==> config.mk <==
export PLATFORM = sky130hd
export DESIGN_NAME = manchester_tx_arbiter
export DESIGN_NICKNAME = d
export VERILOG_FILES = /design/src/rtl/manchester_link_pkg.sv /design/src/rtl/manchester_tx_arbiter_rr_pick.sv /design/src/rtl/manchester_tx_arbiter.sv
export SDC_FILE = /design/constraint.sdc
export NUM_CORES = 1
export LEC_CHECK = 0
export CAP_MARGIN = 25
export CORE_ASPECT_RATIO = 1.4
export CORE_MARGIN = 8
export CORE_UTILIZATION = 45
export CTS_CLUSTER_SIZE = 16
export DETAILED_ROUTE_END_ITERATION = 12
export PLACE_DENSITY_LB_ADDON = 0.08
export SYNTH_ARGS = -nofsm -noshare
export SYNTH_HDL_FRONTEND = slang
export SYNTH_SLANG_ARGS = --single-unit
==> constraint.sdc <==
create_clock -name aclk -period 4.77 [get_ports aclk]
set_input_delay 1.431 -clock aclk [delete_from_list [all_inputs] [get_ports aclk]]
set_output_delay 1.431 -clock aclk [all_outputs]
set_load 0.02 [all_outputs]
==> src/rtl/manchester_link_pkg.sv <==
`default_nettype none
// ============================================================================
// Module   : manchester_link_pkg
// Brief    : Shared types and constants for the Manchester serial link.
// Revision : 1.0 - initial release
// ============================================================================
package manchester_link_pkg;

  localparam int FRAME_SIZE  = 8;
  localparam int DEF_NUM_REQ = 4;
  localparam int DEST_W      = $clog2(DEF_NUM_REQ);

  typedef enum logic [1:0] {
    IDLE  = 2'd0,
    GRANT = 2'd1,
    GAP   = 2'd2
  } arb_state_t;

  function automatic int dest_width(input int num_req);
    return (num_req > 1) ? $clog2(num_req) : 1;
  endfunction

endpackage
`default_nettype wire

==> src/rtl/manchester_tx_arbiter_rr_pick.sv <==
`default_nettype none
// ============================================================================
// Module   : rr_pick
// Brief    : Round-robin winner select: rotate, priority-encode, rotate back.
// Revision : 1.0 - initial release
// ============================================================================
module rr_pick #(
  parameter int NUM_REQ = 4,
  parameter int DEST_W  = 2
) (
  input  logic [NUM_REQ-1:0] req,
  input  logic [DEST_W-1:0]  rr_last,
  output logic [DEST_W-1:0]  winner,
  output logic               any_req
);

  localparam int c_SUM_W = DEST_W + 1;

  logic [2*NUM_REQ-1:0] w_dbl;
  logic [2*NUM_REQ-1:0] w_shift;
  logic [NUM_REQ-1:0]   w_rot;
  logic [c_SUM_W-1:0]   w_base;
  logic [c_SUM_W-1:0]   w_off;
  logic [c_SUM_W-1:0]   w_sum;
  logic [c_SUM_W-1:0]   w_wrap;

  // Bit 0 of the rotated vector is the requester just after rr_last.
  assign w_base  = c_SUM_W'(rr_last) + c_SUM_W'(1);
  assign w_dbl   = {req, req};
  assign w_shift = w_dbl >> w_base;
  assign w_rot   = w_shift[NUM_REQ-1:0];

  always_comb begin
    w_off = '0;
    for (int i = NUM_REQ - 1; i >= 0; i--) begin
      if (w_rot[i]) w_off = c_SUM_W'(i);
    end
  end

  assign w_sum   = w_base + w_off;
  assign w_wrap  = (w_sum >= c_SUM_W'(NUM_REQ)) ? (w_sum - c_SUM_W'(NUM_REQ)) : w_sum;
  assign winner  = DEST_W'(w_wrap);
  assign any_req = |req;

endmodule
`default_nettype wire

==> src/rtl/manchester_tx_arbiter.sv <==
`default_nettype none
// ============================================================================
// Module   : manchester_tx_arbiter
// Brief    : Round-robin burst arbiter feeding the Manchester encoder, with a
//            forced quiet gap after each grant. ARB_STATS_EN adds counters.
// Revision : 1.0 - initial release
// ============================================================================
module manchester_tx_arbiter
  import manchester_link_pkg::*;
#(
  parameter int NUM_REQ      = 4,
  parameter int DATA_W       = FRAME_SIZE,
  parameter int MAX_BURST    = 16,
  parameter int GAP_CYCLES   = 4,
  parameter int IDLE_TIMEOUT = 32
) (
  input  logic                       aclk,
  input  logic                       aresetn,
  input  logic [NUM_REQ*DATA_W-1:0]  s_axis_tdata,
  input  logic [NUM_REQ-1:0]         s_axis_tvalid,
  input  logic [NUM_REQ-1:0]         s_axis_tlast,
  output logic [NUM_REQ-1:0]         s_axis_tready,
  output logic [DATA_W-1:0]          m_axis_tdata,
  output logic                       m_axis_tvalid,
  output logic                       m_axis_tlast,
  output logic [$clog2(NUM_REQ)-1:0] m_axis_tdest,
  input  logic                       m_axis_tready,
  output logic                       busy,
  output logic                       timeout_pulse
`ifdef ARB_STATS_EN
  ,
  output logic [NUM_REQ*16-1:0]      grant_count,
  output logic [15:0]                timeout_count
`endif
);

  localparam int         c_DEST_W       = dest_width(NUM_REQ);
  localparam logic [7:0] c_BURST_LAST   = 8'(MAX_BURST - 1);
  localparam logic [7:0] c_TIMEOUT_LAST = 8'(IDLE_TIMEOUT - 1);
  localparam logic [7:0] c_GAP_LAST     = 8'(GAP_CYCLES - 1);
  localparam arb_state_t c_REL_STATE    = (GAP_CYCLES == 0) ? IDLE : GAP;

  arb_state_t          r_state;
  arb_state_t          w_state_nxt;
  logic [c_DEST_W-1:0] r_grant;
  logic [c_DEST_W-1:0] r_rr_last;
  logic [c_DEST_W-1:0] w_winner;
  logic                w_any_req;
  logic [7:0]          r_beat_cnt;
  logic [7:0]          r_idle_cnt;
  logic [7:0]          r_gap_cnt;
  logic                r_timeout_pulse;
  logic                w_in_grant;
  logic                w_g_valid;
  logic                w_g_last;
  logic                w_hs;
  logic                w_release_last;
  logic                w_timeout;

  rr_pick #(
    .NUM_REQ (NUM_REQ),
    .DEST_W  (c_DEST_W)
  ) u_rr_pick (
    .req     (s_axis_tvalid),
    .rr_last (r_rr_last),
    .winner  (w_winner),
    .any_req (w_any_req)
  );

  assign w_in_grant     = (r_state == GRANT);
  assign w_g_valid      = s_axis_tvalid[r_grant];
  assign w_g_last       = s_axis_tlast[r_grant] | (r_beat_cnt == c_BURST_LAST);
  assign w_hs           = w_in_grant & w_g_valid & m_axis_tready;
  assign w_release_last = w_hs & w_g_last;
  assign w_timeout      = w_in_grant & ~w_g_valid & (r_idle_cnt == c_TIMEOUT_LAST);

  // Zero-latency pass-through of the granted requester.
  always_comb begin
    m_axis_tdata  = '0;
    m_axis_tvalid = 1'b0;
    m_axis_tlast  = 1'b0;
    m_axis_tdest  = '0;
    s_axis_tready = '0;
    if (w_in_grant) begin
      m_axis_tdata           = s_axis_tdata[r_grant*DATA_W +: DATA_W];
      m_axis_tvalid          = w_g_valid;
      m_axis_tlast           = w_g_last;
      m_axis_tdest           = r_grant;
      s_axis_tready[r_grant] = m_axis_tready;
    end
  end

  always_comb begin
    w_state_nxt = r_state;
    case (r_state)
      IDLE:    if (w_any_req) w_state_nxt = GRANT;
      GRANT:   if (w_release_last || w_timeout) w_state_nxt = c_REL_STATE;
      GAP:     if (r_gap_cnt == c_GAP_LAST) w_state_nxt = IDLE;
      default: w_state_nxt = IDLE;
    endcase
  end

  always_ff @(posedge aclk or negedge aresetn) begin
    if (!aresetn) r_state <= IDLE;
    else          r_state <= w_state_nxt;
  end

  always_ff @(posedge aclk or negedge aresetn) begin
    if (!aresetn) begin
      r_grant         <= '0;
      r_rr_last       <= c_DEST_W'(NUM_REQ - 1);
      r_beat_cnt      <= '0;
      r_idle_cnt      <= '0;
      r_gap_cnt       <= '0;
      r_timeout_pulse <= 1'b0;
    end else begin
      r_timeout_pulse <= w_timeout;
      case (r_state)
        IDLE: begin
          r_gap_cnt <= '0;
          if (w_any_req) begin
            r_grant    <= w_winner;
            r_rr_last  <= w_winner;
            r_beat_cnt <= '0;
            r_idle_cnt <= '0;
          end
        end
        GRANT: begin
          if (w_release_last || w_timeout) begin
            r_beat_cnt <= '0;
            r_idle_cnt <= '0;
            r_gap_cnt  <= '0;
          end else begin
            if (w_hs) r_beat_cnt <= r_beat_cnt + 8'd1;
            r_idle_cnt <= w_g_valid ? 8'd0 : (r_idle_cnt + 8'd1);
          end
        end
        GAP:     r_gap_cnt <= r_gap_cnt + 8'd1;
        default: r_gap_cnt <= '0;
      endcase
    end
  end

  assign busy          = (r_state != IDLE);
  assign timeout_pulse = r_timeout_pulse;

`ifdef ARB_STATS_EN
  logic [15:0] r_timeout_count;

  for (genvar g = 0; g < NUM_REQ; g++) begin : g_grant_cnt
    logic [15:0] r_cnt;
    always_ff @(posedge aclk or negedge aresetn) begin
      if (!aresetn) begin
        r_cnt <= '0;
      end else if ((r_state == IDLE) && w_any_req && (w_winner == c_DEST_W'(g))
                   && (r_cnt != 16'hFFFF)) begin
        r_cnt <= r_cnt + 16'd1;
      end
    end
    assign grant_count[g*16 +: 16] = r_cnt;
  end

  always_ff @(posedge aclk or negedge aresetn) begin
    if (!aresetn) begin
      r_timeout_count <= '0;
    end else if (w_timeout && (r_timeout_count != 16'hFFFF)) begin
      r_timeout_count <= r_timeout_count + 16'd1;
    end
  end

  assign timeout_count = r_timeout_count;
`endif

endmodule
`default_nettype wire

### Yosys cells after proc, flatten, opt, wreduce, memory -nomap -nowiden

Index checks and enable logic that the tools add are counted.
W data, S select, Z words.

* logic and storage cells: 74
* register bits: 31
* output and inout bits: 18
* bits of input ports: 43

* reduce and logical (&&, ||, !) cells: 10
* bitwise gates (word level): 8
* multiplexer cells: 29
* $add $sub $neg: 6
* eq/ne operators: 9
* order comparisons: 3
* shift-type cells: 2

Operators with widths (count)
* $mux W8: 7
* $pmux W8 S2: 3
* $shiftx A32 B6 Y8: 1
* $add A8 B1 Y8 const B: 3
* $mux W2: 9
* $eq A8 B2 Y1 const B: 1
* $eq A8 B4 Y1 const B: 1
* $eq A8 B5 Y1 const B: 1
* $shr A8 B3 Y4: 1
* $pmux W2 S3: 1
* $reduce_and A3 Y1: 2
* $and A1 B1 Y1: 5
* $mux W1: 5
* $and A4 B4 Y4: 1
* $bmux W1 S2: 2
* $mux W4: 1
* $ne A2 B1 Y1 const B: 2
* $reduce_and A2 Y1: 2
* $reduce_bool A2 Y1: 2
* $reduce_or A4 Y1: 1
* $add A2 B1 Y3 const B: 1
* $add A3 B2 Y3: 1
* $ge A3 B3 Y1 const B: 1
* $lt A2 B3 Y1 const B: 1
* 12 further kinds: 12

### Longest topological paths before layout

Gate-level depths: netlist of the first run.

* depth in word-level cells: 9
* depth in mapped cells: 7
* depth with buffers taken out: 7

### Cells and area by module

Synthesis of the first run repeated with hierarchy kept, for this count alone.

* cell total of the unflattened synthesis: 228
* area, all modules: 2192.1 um^2

By module, submodules not included
* manchester_tx_arbiter: seq. area each 778.2 um^2, area each 2016.9 um^2, instances 1, cells each 202
* rr_pick: seq. area each 0.0 um^2, area each 175.2 um^2, instances 1, cells each 26

### Worst setup path before layout of the first run

Ideal clock, no wire load.

* path kind: in2out
* start point: input s_axis_tlast[3]
* end point: output m_axis_tlast
* buffers on the path: 0
* arrival time: 2.423 ns
* data required time: 3.339 ns
* cell stages on the path: 3
* slack: 0.916 ns
* cell sequence: mux4_2 > a41o_4 > and2_1

* word-level cells in the longest chain between the ends: 4

RTL lines
* start: declaration: RTL line manchester_tx_arbiter.sv:21 `input logic [NUM_REQ-1:0] s_axis_tlast,`
* $bmux W1 S2: RTL line manchester_tx_arbiter.sv:72 `assign w_g_last = s_axis_tlast[r_grant] | (r_beat_cnt == c_BURST_LAST);`
* $mux W1 (implied by the code): RTL line manchester_tx_arbiter.sv:72
* $or A1 B1 Y1: RTL line manchester_tx_arbiter.sv:72
* $mux W1: RTL line manchester_tx_arbiter.sv:84 `if (w_in_grant) begin`
* end: declaration: RTL line manchester_tx_arbiter.sv:25 `output logic m_axis_tlast,`

Every way passes these cells. The select of a mux whose other input is x is not followed.

### Worst setup path in the final report of the first run

* start point: input s_axis_tvalid[2]
* end point: output m_axis_tvalid

* word-level cells in the longest chain between the ends: 3

RTL lines
* start: declaration: RTL line manchester_tx_arbiter.sv:20 `input logic [NUM_REQ-1:0] s_axis_tvalid,`
* $bmux W1 S2: RTL line manchester_tx_arbiter.sv:71 `assign w_g_valid = s_axis_tvalid[r_grant];`
* $mux W1 (implied by the code): RTL line manchester_tx_arbiter.sv:71
* $mux W1: RTL line manchester_tx_arbiter.sv:84
* end: declaration: RTL line manchester_tx_arbiter.sv:24 `output logic m_axis_tvalid,`

Every way passes these cells. The select of a mux whose other input is x is not followed.

==> run metrics, run 1 <==
period utilization 0.958; Post-Synth Adder-Cell Area 0.0234; Pleak 1.20 nW; Simple-Gate Fraction of Synth Area 0.239; I/O Buffers 60; total track usage 0.170; DRT iter0 DRCs about 160; post-synthesis sequential area ratio 0.363; post-synth top area share 0.339; hold_sp r_beat_cnt[6]$_DFFE_PN0P_; P&R area growth vs syn 36.5%; Yosys reg bits 31; power share of the combinational group 0.559; WL per Instance between 15 and 20 um; skew final around 0.0069 ns; fin crit period 4.57 ns; pre-CTS WS 0.0322 ns; Post-layout nets 340; Finished Core Util 0.640; Power Density between 400 and 500 nW/um2; Fmax achieved 0.219 GHz; Ports a little over 60; largest net degree at the start of global routing 32; Residual DRC 0; Die W around 74 um; clk_lat worst skew 0.28 ns; H-Tree Depth 2; final setup TNS 0 ns; Post-CTS Hold Fix Bufs 0; mux cell area share after synthesis 0.129; final wirelength 5750 um; Final Hold Vio Count 0; CP Data Required Time between 3 and 4 ns; Arr. time, crit path 3.14 ns; switching fraction of total power 0.417; post-DR vias/cell approximately 5.4; Clk pin slew, worst setup/hold paths about 0.060 ns; cell area after synthesis roughly 2100 um2; worst-path maximum fanout 5; area leader, netlist dfrtp_1; Netlist cell types 55; Int Pwr roughly 0.0008 W; hold slack 0.531 ns; Post-Place Cells approximately 350; Ys Warns 0; Avg Inst Size Synth around 9.5 um2; TritonCTS clock tree built; top_reg_cell synth dfrtp_1; maximum vdd drop between 0.2 and 0.3 mV; Area contributors post-synth dfrtp_1 34%, mux4_2 8.4%, o21ai_0 4.4%; Hold WC Path Type register to register; crit path launch s_axis_tvalid[2]; vias in the first global route 2,062; Synth Area in Compound Gates 0.194; final setup violation count 0; Flop pwr share 0.303; Final WS setup ~0.20 ns; outcome finished clean; XOR/XNOR Fraction of Synth Area 0.0204; async set or reset register ratio after synthesis 1.00; Post-Syn Nets ~270; CP startpoint kind input port; Worst Setup Path Type input port to output pin; dpl hpwl around 4400 um; reg-to-reg startpoint r_grant[0]$_DFFE_PN0P_; Num CTS Buffers 5; Max Cap Viol 0; Slew HR 0.524; Commonest cells post-synth 29 x dfrtp_1, 23 x nor2_1, 20 x nand2_1; first-pass GRT wire length just under 10,000 um; Clk pwr share 0.139; # rows 29; most common cell in the netlist dfrtp_1; CTS root buf clkbuf_8; Placeable Area 4570 um2; Mapped Cells between 200 and 250; TritonCTS Sinks 31; gpl congestion between 0.7 and 0.8; initial antenna violation count 0; drt pass-1 iters 4; Final Max Slew Viols 0; remaining antenna violation count after routing 0; Finished Layout Cells between 300 and 400; total number of vias 1,940; die height around 98 um; diode count 0; Max Buffers Root-to-Sink 2; share of post-route cells with drive strength above 1 0.126; endpoint type of the worst setup path output pin; largest family of logic cells by synthesized area simple AND/OR/NAND/NOR gates; switching pwr 0.000590 W; Worst Tran Pin Value about 0.71 ns; EDFF count, synth 0; grt ovf 0; initial core utilization 0.469; area of the die between 7000 and 8000 um2; RSZ-0062 raised after global routing no
-- cell families (layout without fill, tap and decap cells) --
group | Yosys count | count (layout)
xor+xnor | 5 | 5
fa+ha+maj | 4 | 4
flops | 31 | 31
simple gates | 97 | 97
mux | 14 | 14
compound gates | 59 | 59
buf+inv | 15 | 84
-- path summary, 6_finish.rpt --
path,slack [ns],end,cells past startpoint
worst max-delay path,0.20,m_axis_tvalid,4
worst min-delay path,0.53,r_beat_cnt[6]$_DFFE_PN0P_,1
worst max register to register,2.17,r_beat_cnt[6]$_DFFE_PN0P_,6
worst min register to register,0.53,r_beat_cnt[6]$_DFFE_PN0P_,1
max in group asynchronous,2.90,r_rr_last[1]$_DFFE_PN1P_,2
min in group asynchronous,1.55,timeout_pulse$_DFF_PN0_,2
-- layout make-up --
type	count	area, um2
Multi-Input combinational cell	179	1300
Clock buffer	8	80.1
Timing Repair Buffer	68	663
Inverter	8	30.0
Fill cell	400	1650
Sequential cell	31	778
Tap cell	62	77.6
-- power groups by stage --
stage          Combinational, W  Clock, W  Sequential [W]
2_1_floorplan          0.000559         0        0.000375
3_3_place_gp           0.000786         0        0.000430
3_5_place_dp           0.000796         0        0.000433
4_1_cts                0.000799  0.000204        0.000428
5_1_grt                0.000863  0.000214        0.000445
6_report               0.000790  0.000196        0.000428
-- timing repair --
item                                    CTS  global route
gates resized for setup                   0             1
buffers inserted                          0             0
endpoints found under the setup margin    0             1
-- worst max-delay path, stage by stage --
cell and delay, ns:
clkdlybuf4s50_1 0.48, mux4_2 0.51, and2_1 0.17, clkdlybuf4s50_1 0.54
-- registers in the layout, summed over array words and instances, names as in the netlist --
register       count
r_grant            2
r_idle_cnt         8
r_rr_last          2
r_gap_cnt          8
r_state            2
timeout_pulse      1
r_beat_cnt         8
-- layout by cell type (no fill, tap or decap), drive strengths merged, types with 4 or more instances in the layout --
cell / n
inv: 8
dfrtp: 29
nand2b: 4
o31ai: 4
and2: 12
nor2: 23
mux4: 10
clkbuf: 8
buf: 8
clkdlybuf4s50: 59
ha: 4
nand2: 20
a21oi: 12
nand3: 9
o21bai: 4
o21ai: 20
nor2b: 4
nor3: 6
-- per-layer routing --
layer | track usage | up-vias | part of all wire
met3 | 0.0320 | 7 | 0.030
met1 | 0.200 | 915 | 0.42
met4 | 0.0455 | 0 | 0.011
met2 | 0.298 | 43 | 0.54
li1 | - | 975 | -
met5 | 0 | - | 0
-- metrics by stage --
| stage | cell area [um2] | total power (W) |
|---|---|---|
| 6_report | 2930 | 0.00141 |
| 5_1_grt | 2930 | 0.00152 |
| 4_1_cts | 2920 | 0.00143 |
| 3_5_place_dp | 2840 | 0.00123 |
| 3_3_place_gp | 2840 | 0.00122 |
| 2_1_floorplan | 2140 | 0.000934 |
(Power assumes the default switching activity.)
==> run 2: changes to the inputs <==
Settings changed: CORE_UTILIZATION 45 to 40.
==> run 2 against run 1 <==
Combinational power is essentially flat. Total power is 0.93% higher. Non-clock buffer count decreased by 1. Setup slack about the same. Sequential share of layout area about the same. Register-to-register slack improved by 0.02 ns. Final cell count up 0.56%. Die area is 10% higher. Core utilization is 7.2 points lower. Hold slack worse by 0.019 ns. Wire length rose by 3.1%. Critical path depth unchanged.
==> run metrics, run 2 (synthesis gave the netlist of run 1 again) <==
Max Buffers Root-to-Sink 2; first-pass GRT wire length about 9800 um; Clk pin slew, worst setup/hold paths about 0.06 ns; Arr. time, crit path about 3.1 ns; most common cell after layout, fill and taps aside clkdlybuf4s50_1; TritonCTS Sinks 31; FF-to-FF setup slack approximately 2.2 ns; final setup TNS 0 ns; Power Density just under 500 nW/um2; Hold WC Path Type register to register; Worst Tran Pin Value 0.764 ns; critical path's slowest cell clkdlybuf4s50_1; post-DR vias/cell around 5.5; dpl hpwl 4580 um; Fill cells ~470; P&R area growth vs syn 36.8%; I/O Buffers 60; Finished Core Util 0.568; final setup violation count 0; Pleak roughly 1.2 nW; worst r2r path cells 6; diode count 0; Fmax achieved between 0.2 and 0.25 GHz; clk_lat worst skew 0.28 ns; H-Tree Depth 2; CTS root buf clkbuf_8; drt pass-1 iters 4; most frequent cells in the layout 59 x clkdlybuf4s50_1, 29 x dfrtp_1, 23 x nor2_1, 20 x nand2_1, 19 x o21ai_0; maximum vdd drop around 0.23 mV; # rows 31; final wirelength between 5000 and 6000 um; endpoint type of the worst setup path output pin; Final Max Slew Viols 0; die height between 100 and 150 um; Slew HR 0.490; reg-to-reg startpoint r_grant[0]$_DFFE_PN0P_; WL per Instance roughly 17 um; DRT iter0 DRCs between 150 and 200; worst-path maximum fanout 5; area of the die ~8000 um2; total track usage 0.156; Final Hold Vio Count 0; Worst Setup Path Type input port to output pin; share of post-route cells with drive strength above 1 0.130; most used cell, CP clkdlybuf4s50_1; largest registers r_beat_cnt x8, r_gap_cnt x8, r_idle_cnt x8; Residual DRC 0; total number of vias between 1,500 and 2,000; remaining antenna violation count after routing 0; Finished Layout Cells 358; TritonCTS clock tree built; outcome finished clean; grt ovf 0; RSZ-0062 raised after global routing no; Hold Path End r_beat_cnt[6]$_DFFE_PN0P_; Post-layout nets about 340; CP Data Required Time approximately 3.3 ns; Post-Place Cells roughly 350; initial antenna violation count 0; crit path launch s_axis_tvalid[2]; hold_sp r_beat_cnt[6]$_DFFE_PN0P_; vias in the first global route about 2,000; crit-path cells clkdlybuf4s50_1 -> mux4_2 -> and2_1 -> clkdlybuf4s50_1; skew final 0.00356 ns; hold path depth 1; FF-to-FF End r_beat_cnt[7]$_DFFE_PN0P_; Placeable Area ~5200 um2; fin crit period ~4.6 ns; CP startpoint kind input port; largest net degree at the start of global routing 32; gpl congestion slightly above 0.8; Num CTS Buffers 5; Max Cap Viol 0; Die W just under 80 um; delay of the slowest critical-path stage about 0.54 ns; Ports 61; period utilization 0.958; initial core utilization 0.415
## run 2: changes by cell type in the layout (fill, tap and decap cells not counted), sizes merged
cell    previous run  this run
clkbuf             8         6
clkinv             0         1
buf                8         7
## run 2: per-layer routing
metal	wire length, um	track usage
met5	0	0
met4	116	0.0554
met3	245	0.0349
met2	3270	0.293
met1	2290	0.165
## run 2: area by class of cell
class	count	area [um2]	area share
clock buffers	6	82.6	0.0282
clock inverters	1	5.00	0.00171
inverters	8	30.0	0.0102
multi-input cells	179	1300	0.443
flip-flops and latches	31	778	0.265
well taps	66	82.6	0.0282
repair buffers	67	656	0.224
## run 2: worst max-delay path by stage
stage	cells after the start	end
global placement	5	m_axis_tlast
floorplan	3	m_axis_tlast
CTS	5	m_axis_tlast
finish	4	m_axis_tvalid
global route	4	m_axis_tvalid
detailed placement	5	m_axis_tlast
## run 2: critical path: cells and delay by family
family        cells  cell delay (ns)
buf+inv           2             1.02
simple gates      1             0.17
mux               1             0.51
## run 2: repair_timing
action / 4_1_cts / 5_1_grt
endpoints found under the hold margin: 0 / 0
buffers inserted: 0 / 0
hold buffers: 0 / 0
setup endpoints to repair: 0 / 1
resized for setup: 0 / 1
## run 2: per-stage QoR
stage	power [W]	setup WS (ns)	instance area, um2	hold WS (ns)
floorplan	0.000934	0.916	2140	0.467
global placement	0.00122	0.0396	2840	0.503
detailed placement	0.00123	0.0285	2840	0.499
CTS	0.00145	0.0285	2930	0.509
global route	0.00153	0.149	2930	0.531
finish	0.00143	0.202	2930	0.513
## run 2: where the power goes
group          internal [W]  switching, W  leakage [nW]  total [W]
registers          0.000321      0.000106         0.416   0.000427
clock network      0.000113     0.0000971        0.0470   0.000210
logic              0.000394      0.000396         0.744   0.000790
total              0.000828      0.000599          1.21    0.00143
==> run 3: changes to the inputs <==
Settings changed: CAP_MARGIN 25 to not set.
==> results of run 3 <==
Same layout as run 2: the final DEF is identical, and so are final timing and power.
